<file path="src/rtl/fetch_pc_unit.sv">
// PC register and instruction fetch: REQ -> VALID takes one cycle with zero wait states.
// Memory backpressure holds REQ (address stable); decode stall holds VALID (instr/pc stable).
module fetch_pc_unit (
    input  logic       clk,
    input  logic       reset,
    input  logic [7:0] offset,
    input  logic       branch_taken,
    input  logic       halt_req,
    input  logic       stall,
    output logic       imem_req,
    output logic [7:0] imem_addr,
    input  logic       imem_ready,
    input  logic [7:0] imem_data,
    output logic [7:0] instr,
    output logic       instr_valid,
    output logic [7:0] pc,
    output logic       halted
);

    typedef enum logic [1:0] {
        IDLE  = 2'd0,
        REQ   = 2'd1,
        VALID = 2'd2,
        HALT  = 2'd3
    } state_t;

    state_t     state;
    state_t     state_nxt;
    logic [7:0] pc_q;
    logic [7:0] pc_nxt;
    logic [7:0] instr_q;
    logic [7:0] instr_nxt;
    logic       valid_q;
    logic       valid_nxt;
    logic       halted_q;
    logic       halted_nxt;
    logic [7:0] pc_seq;
    logic [7:0] branch_target;

    // Branch target is relative to the following instruction; wraps modulo 256.
    assign pc_seq        = pc_q + 8'd1;
    assign branch_target = pc_seq + offset;

    always_ff @(posedge clk or posedge reset) begin
        if (reset) begin
            state    <= IDLE;
            pc_q     <= 8'h00;
            instr_q  <= 8'h00;
            valid_q  <= 1'b0;
            halted_q <= 1'b0;
        end else begin
            state    <= state_nxt;
            pc_q     <= pc_nxt;
            instr_q  <= instr_nxt;
            valid_q  <= valid_nxt;
            halted_q <= halted_nxt;
        end
    end

    always_comb begin
        state_nxt  = state;
        pc_nxt     = pc_q;
        instr_nxt  = instr_q;
        valid_nxt  = valid_q;
        halted_nxt = halted_q;
        case (state)
            IDLE: begin
                state_nxt = REQ;
            end
            REQ: begin
                if (imem_ready) begin
                    instr_nxt = imem_data;
                    valid_nxt = 1'b1;
                    state_nxt = VALID;
                end
            end
            VALID: begin
                if (!stall) begin
                    valid_nxt = 1'b0;
                    // Halt wins over a simultaneous branch verdict.
                    if (halt_req) begin
                        halted_nxt = 1'b1;
                        state_nxt  = HALT;
                    end else begin
                        pc_nxt    = branch_taken ? branch_target : pc_seq;
                        state_nxt = REQ;
                    end
                end
            end
            HALT: begin
                valid_nxt  = 1'b0;
                halted_nxt = 1'b1;
            end
            default: begin
                state_nxt = IDLE;
            end
        endcase
    end

    // Request is decoded from state so an asynchronous reset drops it at once.
    assign imem_req    = (state == REQ);
    assign imem_addr   = pc_q;
    assign pc          = pc_q;
    assign instr       = instr_q;
    assign instr_valid = valid_q;
    assign halted      = halted_q;

endmodule

</file>
<file path="config.mk">
export PLATFORM = sky130hd
export DESIGN_NAME = fetch_pc_unit
export DESIGN_NICKNAME = d
export VERILOG_FILES = /design/src/rtl/fetch_pc_unit.sv
export SDC_FILE = /design/constraint.sdc
export NUM_CORES = 1
export LEC_CHECK = 0
export ABC_AREA = 1
export CAP_MARGIN = 20
export CELL_PAD_IN_SITES_DETAIL_PLACEMENT = 0
export CELL_PAD_IN_SITES_GLOBAL_PLACEMENT = 2
export CORE_ASPECT_RATIO = 0.9
export CORE_MARGIN = 3
export CORE_UTILIZATION = 23
export DETAILED_ROUTE_END_ITERATION = 6
export PLACE_DENSITY_LB_ADDON = 0.1
export SLEW_MARGIN = 15
export SYNTH_ARGS = -nofsm -noshare
export SYNTH_HDL_FRONTEND = slang
export SYNTH_SLANG_ARGS = --single-unit
export TNS_END_PERCENT = 1
</file>
<file path="constraint.sdc">
create_clock -name clk -period 1.94 [get_ports clk]
set_input_delay 0.582 -clock clk [delete_from_list [all_inputs] [get_ports clk]]
set_output_delay 0.582 -clock clk [all_outputs]
set_load 0.02 [all_outputs]
</file>
Word-level counts from Yosys, hierarchy flattened
Cells that the tools add are included.
- output and inout port bits: 27
- logic and storage cells: 35
- input bits: 22
- flip-flop bits (word level): 20
- eq/ne operators: 6
- mux-type cells: 11
- reductions and logical operators: 9
- add/subtract/negate cells: 2
- bitwise operators: 2
- operators with widths (cell ; count):
    AND reduction 3 bit ; 4
    adder 8 x 1 -> 8 bit (second input constant) ; 1
    adder 8 bit ; 1
    two-way mux 8 bit ; 1
    two-way mux 2 bit ; 3
    case mux 2 bit (3 select lines) ; 1
    nonzero test 3 bit ; 2
    == test 2 bit (second input constant) ; 2
    two-way mux 1 bit ; 4
    inequality test 2 bit (second input constant) ; 2
    case mux 1 bit (3 select lines) ; 1
    == test 2 x 1 -> 1 bit (second input constant) ; 1
    logical NOT 2 bit ; 1
    inequality test 2 x 1 -> 1 bit (second input constant) ; 1
    inverter 1 bit ; 2
    case mux 1 bit (2 select lines) ; 1
    AND reduction 2 bit ; 1
    nonzero test 2 bit ; 1

Logic depth before layout (Yosys ltp)
- depth in word-level cells: 3
- gate-level depth with buffers: 16
- gate-level depth less buffers: 16

Worst setup path before layout
OpenSTA, ideal clock, no wires.
- kind: register -> register
- from: register pc_q[1] (netlist: imem_addr[1])
- to: register pc_q[6] (netlist: imem_addr[6])
- required time: 1.817 ns
- clock period less this slack: 2.134 ns
- slack: -0.194 ns
- stages on the path, launching flop included: 14
- data arrival time: 2.011 ns
- library setup time: 0.123 ns
- cell sequence: dfrtp_1 -> ha_1 -> nand2_1 -> nor2_1 -> inv_1 -> nand2_1 -> inv_1 -> ha_1 -> nand2_1 -> or2_1 -> nand3_1 -> nand2_1 -> a21oi_1 -> o21ai_1
- word-level cells in the longest chain between the ends: 3
- RTL lines (item ; RTL line ; RTL):
    start: declaration ; 29 ; logic [7:0] pc_q;
    start signal: assignment ; 53 ; pc_q <= pc_nxt;
    adder 8 x 1 -> 8 bit (*) ; 41 ; assign pc_seq = pc_q + 8'd1;
    adder 8 bit ; 42 ; assign branch_target = pc_seq + offset;
    two-way mux 8 bit (*) ; 85 ; pc_nxt = branch_taken ? branch_target : pc_seq;
Mark *: on every way between the ends. The rest lies on a longest branch, timed or not.
A chain may end at the register's enable or synchronous reset.

Final worst setup path
- from: register pc_q[0] (netlist: imem_addr[0])
- to: register pc_q[5] (netlist: imem_addr[5])
The elaborated chain is that of the path after synthesis.

==> summary by stage <==
STA
For the pin with the worst max-slew slack, the measured transition is 0.345 ns. In the post-route analysis, the smallest setup slack over all paths is -0.0912 ns. The upper clock frequency limit is 0.492 GHz. The final critical-path share of the clock period is 105%. Setup violations remaining at the end of the flow were counted as 3. The relative max-transition margin is 76.8%. The max-slew violation count is 0. The routed design could run at a clock period as short as 2.03 ns. Final hold analysis gives a worst-case slack of 0.471 ns.

Setup repair after global routing could not meet its margin everywhere. Across the routed clock network, the largest skew measured is 0.00776 ns. The final number of hold-violating endpoints is 0.

Clock network
The count of clock tree sinks is 20. The tree is rooted in a clkbuf_8. After clock tree synthesis, the clock-pin slew on the worst setup and hold paths is 0.08 ns. The quantity of hold-fixing buffers added after cts is 0. The TritonCTS buffer count is 3. The number of buffers between clock root and the deepest sink is 2. The number of levels in the clock H-tree is 1. The clock tree from TritonCTS is yes. The clock latency reported for the late side of the worst-skew pair is 0.26 ns.

Drt
The routed design has 4.09 mm of wire. The vias per cell is 4.27. The DRC violation count after routing is 0. The first routing iteration left 31 violations.

The number of nets with antenna violations after routing is 0. The average wire per standard cell is 12.1 µm. The number of detailed-routing iterations run before antenna repair is 4. The total vias in the final route is 1446.

Global route
The fraction of met2 tracks used by global routing is 19.8%. The number of global-route vias before repair is 1418. Global routing used 11.3% of the available tracks across all layers. In the global route stage, met1 resource usage came out at 14.8%. The met3 track demand over resource in global routing is 2.63%. After global routing the overflow that remains totals 0. The initial antenna violation count is 0. met2 is the most crowded layer. The global-route wire length before repair is 6.89 mm. The maximum number of pins on one net before global-route repair is 21.

Layout
Excluding fillers, the count of instances in the completed layout stands at 339. The relative area change from synthesis to final layout is 64.6%. The layout filler cell count is 674. In the final layout, flip-flops and latches occupy 504 µm². The diode insertion count for antenna repair is 0. The layout net count is 291. Cells with a size suffix above 1 make up 34.1% of the layout. Once layout is done, the placed cells without fillers occupy 2460 µm².

The multi-input logic area is 1010 µm².

Critical path
The required time of the critical path is 2.09 ns. The number of cells on the worst reg-to-reg path is 12. The critical path data arrival time is 2.18 ns. In this run the worst path has a maximum fanout of 3. The slack of the worst reg-to-reg path is -0.09 ns. The kind of capture point of the worst setup path is a flop. The type of origin of the critical path is a flop. By startpoint and endpoint, the worst setup path is classified as flop to flop.

Synthesis
The most common flop cell mapped by yosys is dfrtp_1. The net count after synthesis is 222. The combined area of all synthesized cells is 1490 µm². The most frequently used cell type in the post-synthesis netlist is nand2_1.

The total of flip-flops plus latches after synthesis is 20. The area share of the largest cell type after synthesis is 33.5%. The post-synthesis async set-or-reset flop share is 100%. A synthesized cell averages 8.12 µm². In the synthesized netlist, the number of instances is 184. The largest total area in the synthesized netlist belongs to dfrtp_1. The sequential area share after synthesis is 33.5%. In this run, synthesis inferred 0 flip-flops with an integrated enable.

In this run, distinct cell masters in the synthesized netlist total 27. The number of warning messages in the yosys log is 0. By count the netlist is led by nand2_1, inv_1, dfrtp_1, ha_1, nor2_1.

Yosys attributes the largest share of cell area to dfrtp_1, ha_1, nand2_1.

Run status
The checks that failed: setup timing. The run finished, with violations left.

Place
The placed instance area is 2200 µm². Input and output buffers added on the ports amount to 48. The placed wire-length estimate is 3.22 mm.

At the placement stage, the worst setup path has a slack of -0.340 ns. The routability congestion estimate is 0.759. The number of placed instances, taps included is 329.

Die
The die is 91.0 µm wide. The area of the die is 7500 µm². The core region is 6220 µm². The chip height is 82.5 µm. In this run the count of I/O pins placed on the die edge is 49. In this run the core area contains 27 standard-cell rows. The starting density of the core is 24.0%.

Min path
The tightest min-delay check is of the flop to flop type. The depth of the worst hold-timing path is 1.

Power and ir drop
The leakage dissipation is 1.19 nW. The worst-case IR drop observed on VDD is 0.529 mV. The power consumption is 4.10 mW. The power density normalized to cell area is 1670 nW/µm².

Flow run
The number of violations of the max-capacitance limit is 0.
## repair_timing
action / CTS / global route
setup buffers: 0 / 6
pin swaps: 0 / 26
gates resized for setup: 17 / 41
gates cloned: 0 / 0
endpoints found under the setup margin: 18 / 10
## final timing paths
check                                          from                       end
min reg2reg                      halted$_DFFE_PP0P_        halted$_DFFE_PP0P_
max in group asynchronous                     reset  imem_addr[2]$_DFFE_PP0P_
min in group asynchronous                     reset  imem_addr[7]$_DFFE_PP0P_
min                              halted$_DFFE_PP0P_        halted$_DFFE_PP0P_
max reg2reg                imem_addr[0]$_DFFE_PP0P_  imem_addr[5]$_DFFE_PP0P_
max                        imem_addr[0]$_DFFE_PP0P_  imem_addr[5]$_DFFE_PP0P_
## critical path, cell delays in order, from the launching register on
cell and delay (ns):
dfrtp_2 0.45, ha_4 0.19, nand2_4 0.09, inv_4 0.05, nor2_4 0.11, ha_4 0.21
or2_1 0.23, nand2_2 0.11, nor2_2 0.05, nor2_2 0.13, xnor2_1 0.09, o21bai_1 0.15
nand2_1 0.07
## flip-flops by register name, summed over array words and instances, names as in the netlist
name and cells:
state 2, instr_valid 1, imem_addr 8, instr 8, halted 1
## metrics by stage
stage	util, %	setup TNS, ns
finish	39.6	-0.228
global route	39.6	-0.800
CTS	36.4	-0.422
detailed placement	35.3	-1.82
global placement	35.3	-1.79
floorplan	-	-0.101
## final cells by class
cell class,count,share of cell area (%)
clock buffers,3,1.68
clock inverters,1,1.22
inverters,22,3.46
multi-input cells,132,41.1
flip-flops and latches,20,20.5
well taps,87,4.43
repair buffers,74,27.6
## report_power, final
part | switching, mW | total [mW] | leakage, nW | internal [mW]
sequential | 0.170 | 0.786 | 0.232 | 0.617
clock | 0.152 | 0.427 | 0.0357 | 0.276
combinational | 1.48 | 2.89 | 0.921 | 1.41
total | 1.80 | 4.10 | 1.19 | 2.30
## logic make-up (layout without fill, tap and decap cells)
group           Yosys count  count (layout)  share of synthesized area (%)
simple gates             77              77                           23.1
buf+inv                  32             100                           10.2
compound gates           25              25                           9.55
flops                    20              20                           33.5
fa+ha+maj                16              16                           13.9
mux                       9               9                           6.78
xor+xnor                  5               5                           2.93
## cells in the final DEF (no fill, tap or decap), types with 4 or more instances in the layout
| master | count |
|---|---|
| a21oi_1 | 4 |
| a21oi_2 | 6 |
| buf_4 | 24 |
| clkdlybuf4s50_1 | 31 |
| dfrtp_1 | 17 |
| dlygate4sd2_1 | 12 |
| dlymetal6s2s_1 | 4 |
| ha_1 | 11 |
| ha_4 | 4 |
| inv_1 | 19 |
| mux2_2 | 9 |
| nand2_1 | 28 |
| nand2_2 | 9 |
| nand3_1 | 7 |
| nand3_2 | 6 |
| nor2_1 | 9 |
| nor2_2 | 6 |
| nor2_4 | 4 |
| o21ai_0 | 7 |
## routing by layer
| layer | up-vias | wire length [µm] |
|---|---|---|
| li1 | 724 | - |
| met1 | 687 | 1940 |
| met2 | 33 | 1950 |
| met3 | 2 | 182 |
| met4 | 0 | 8 |
| met5 | - | 0 |
No activity file was read; power rests on OpenSTA's default activity.
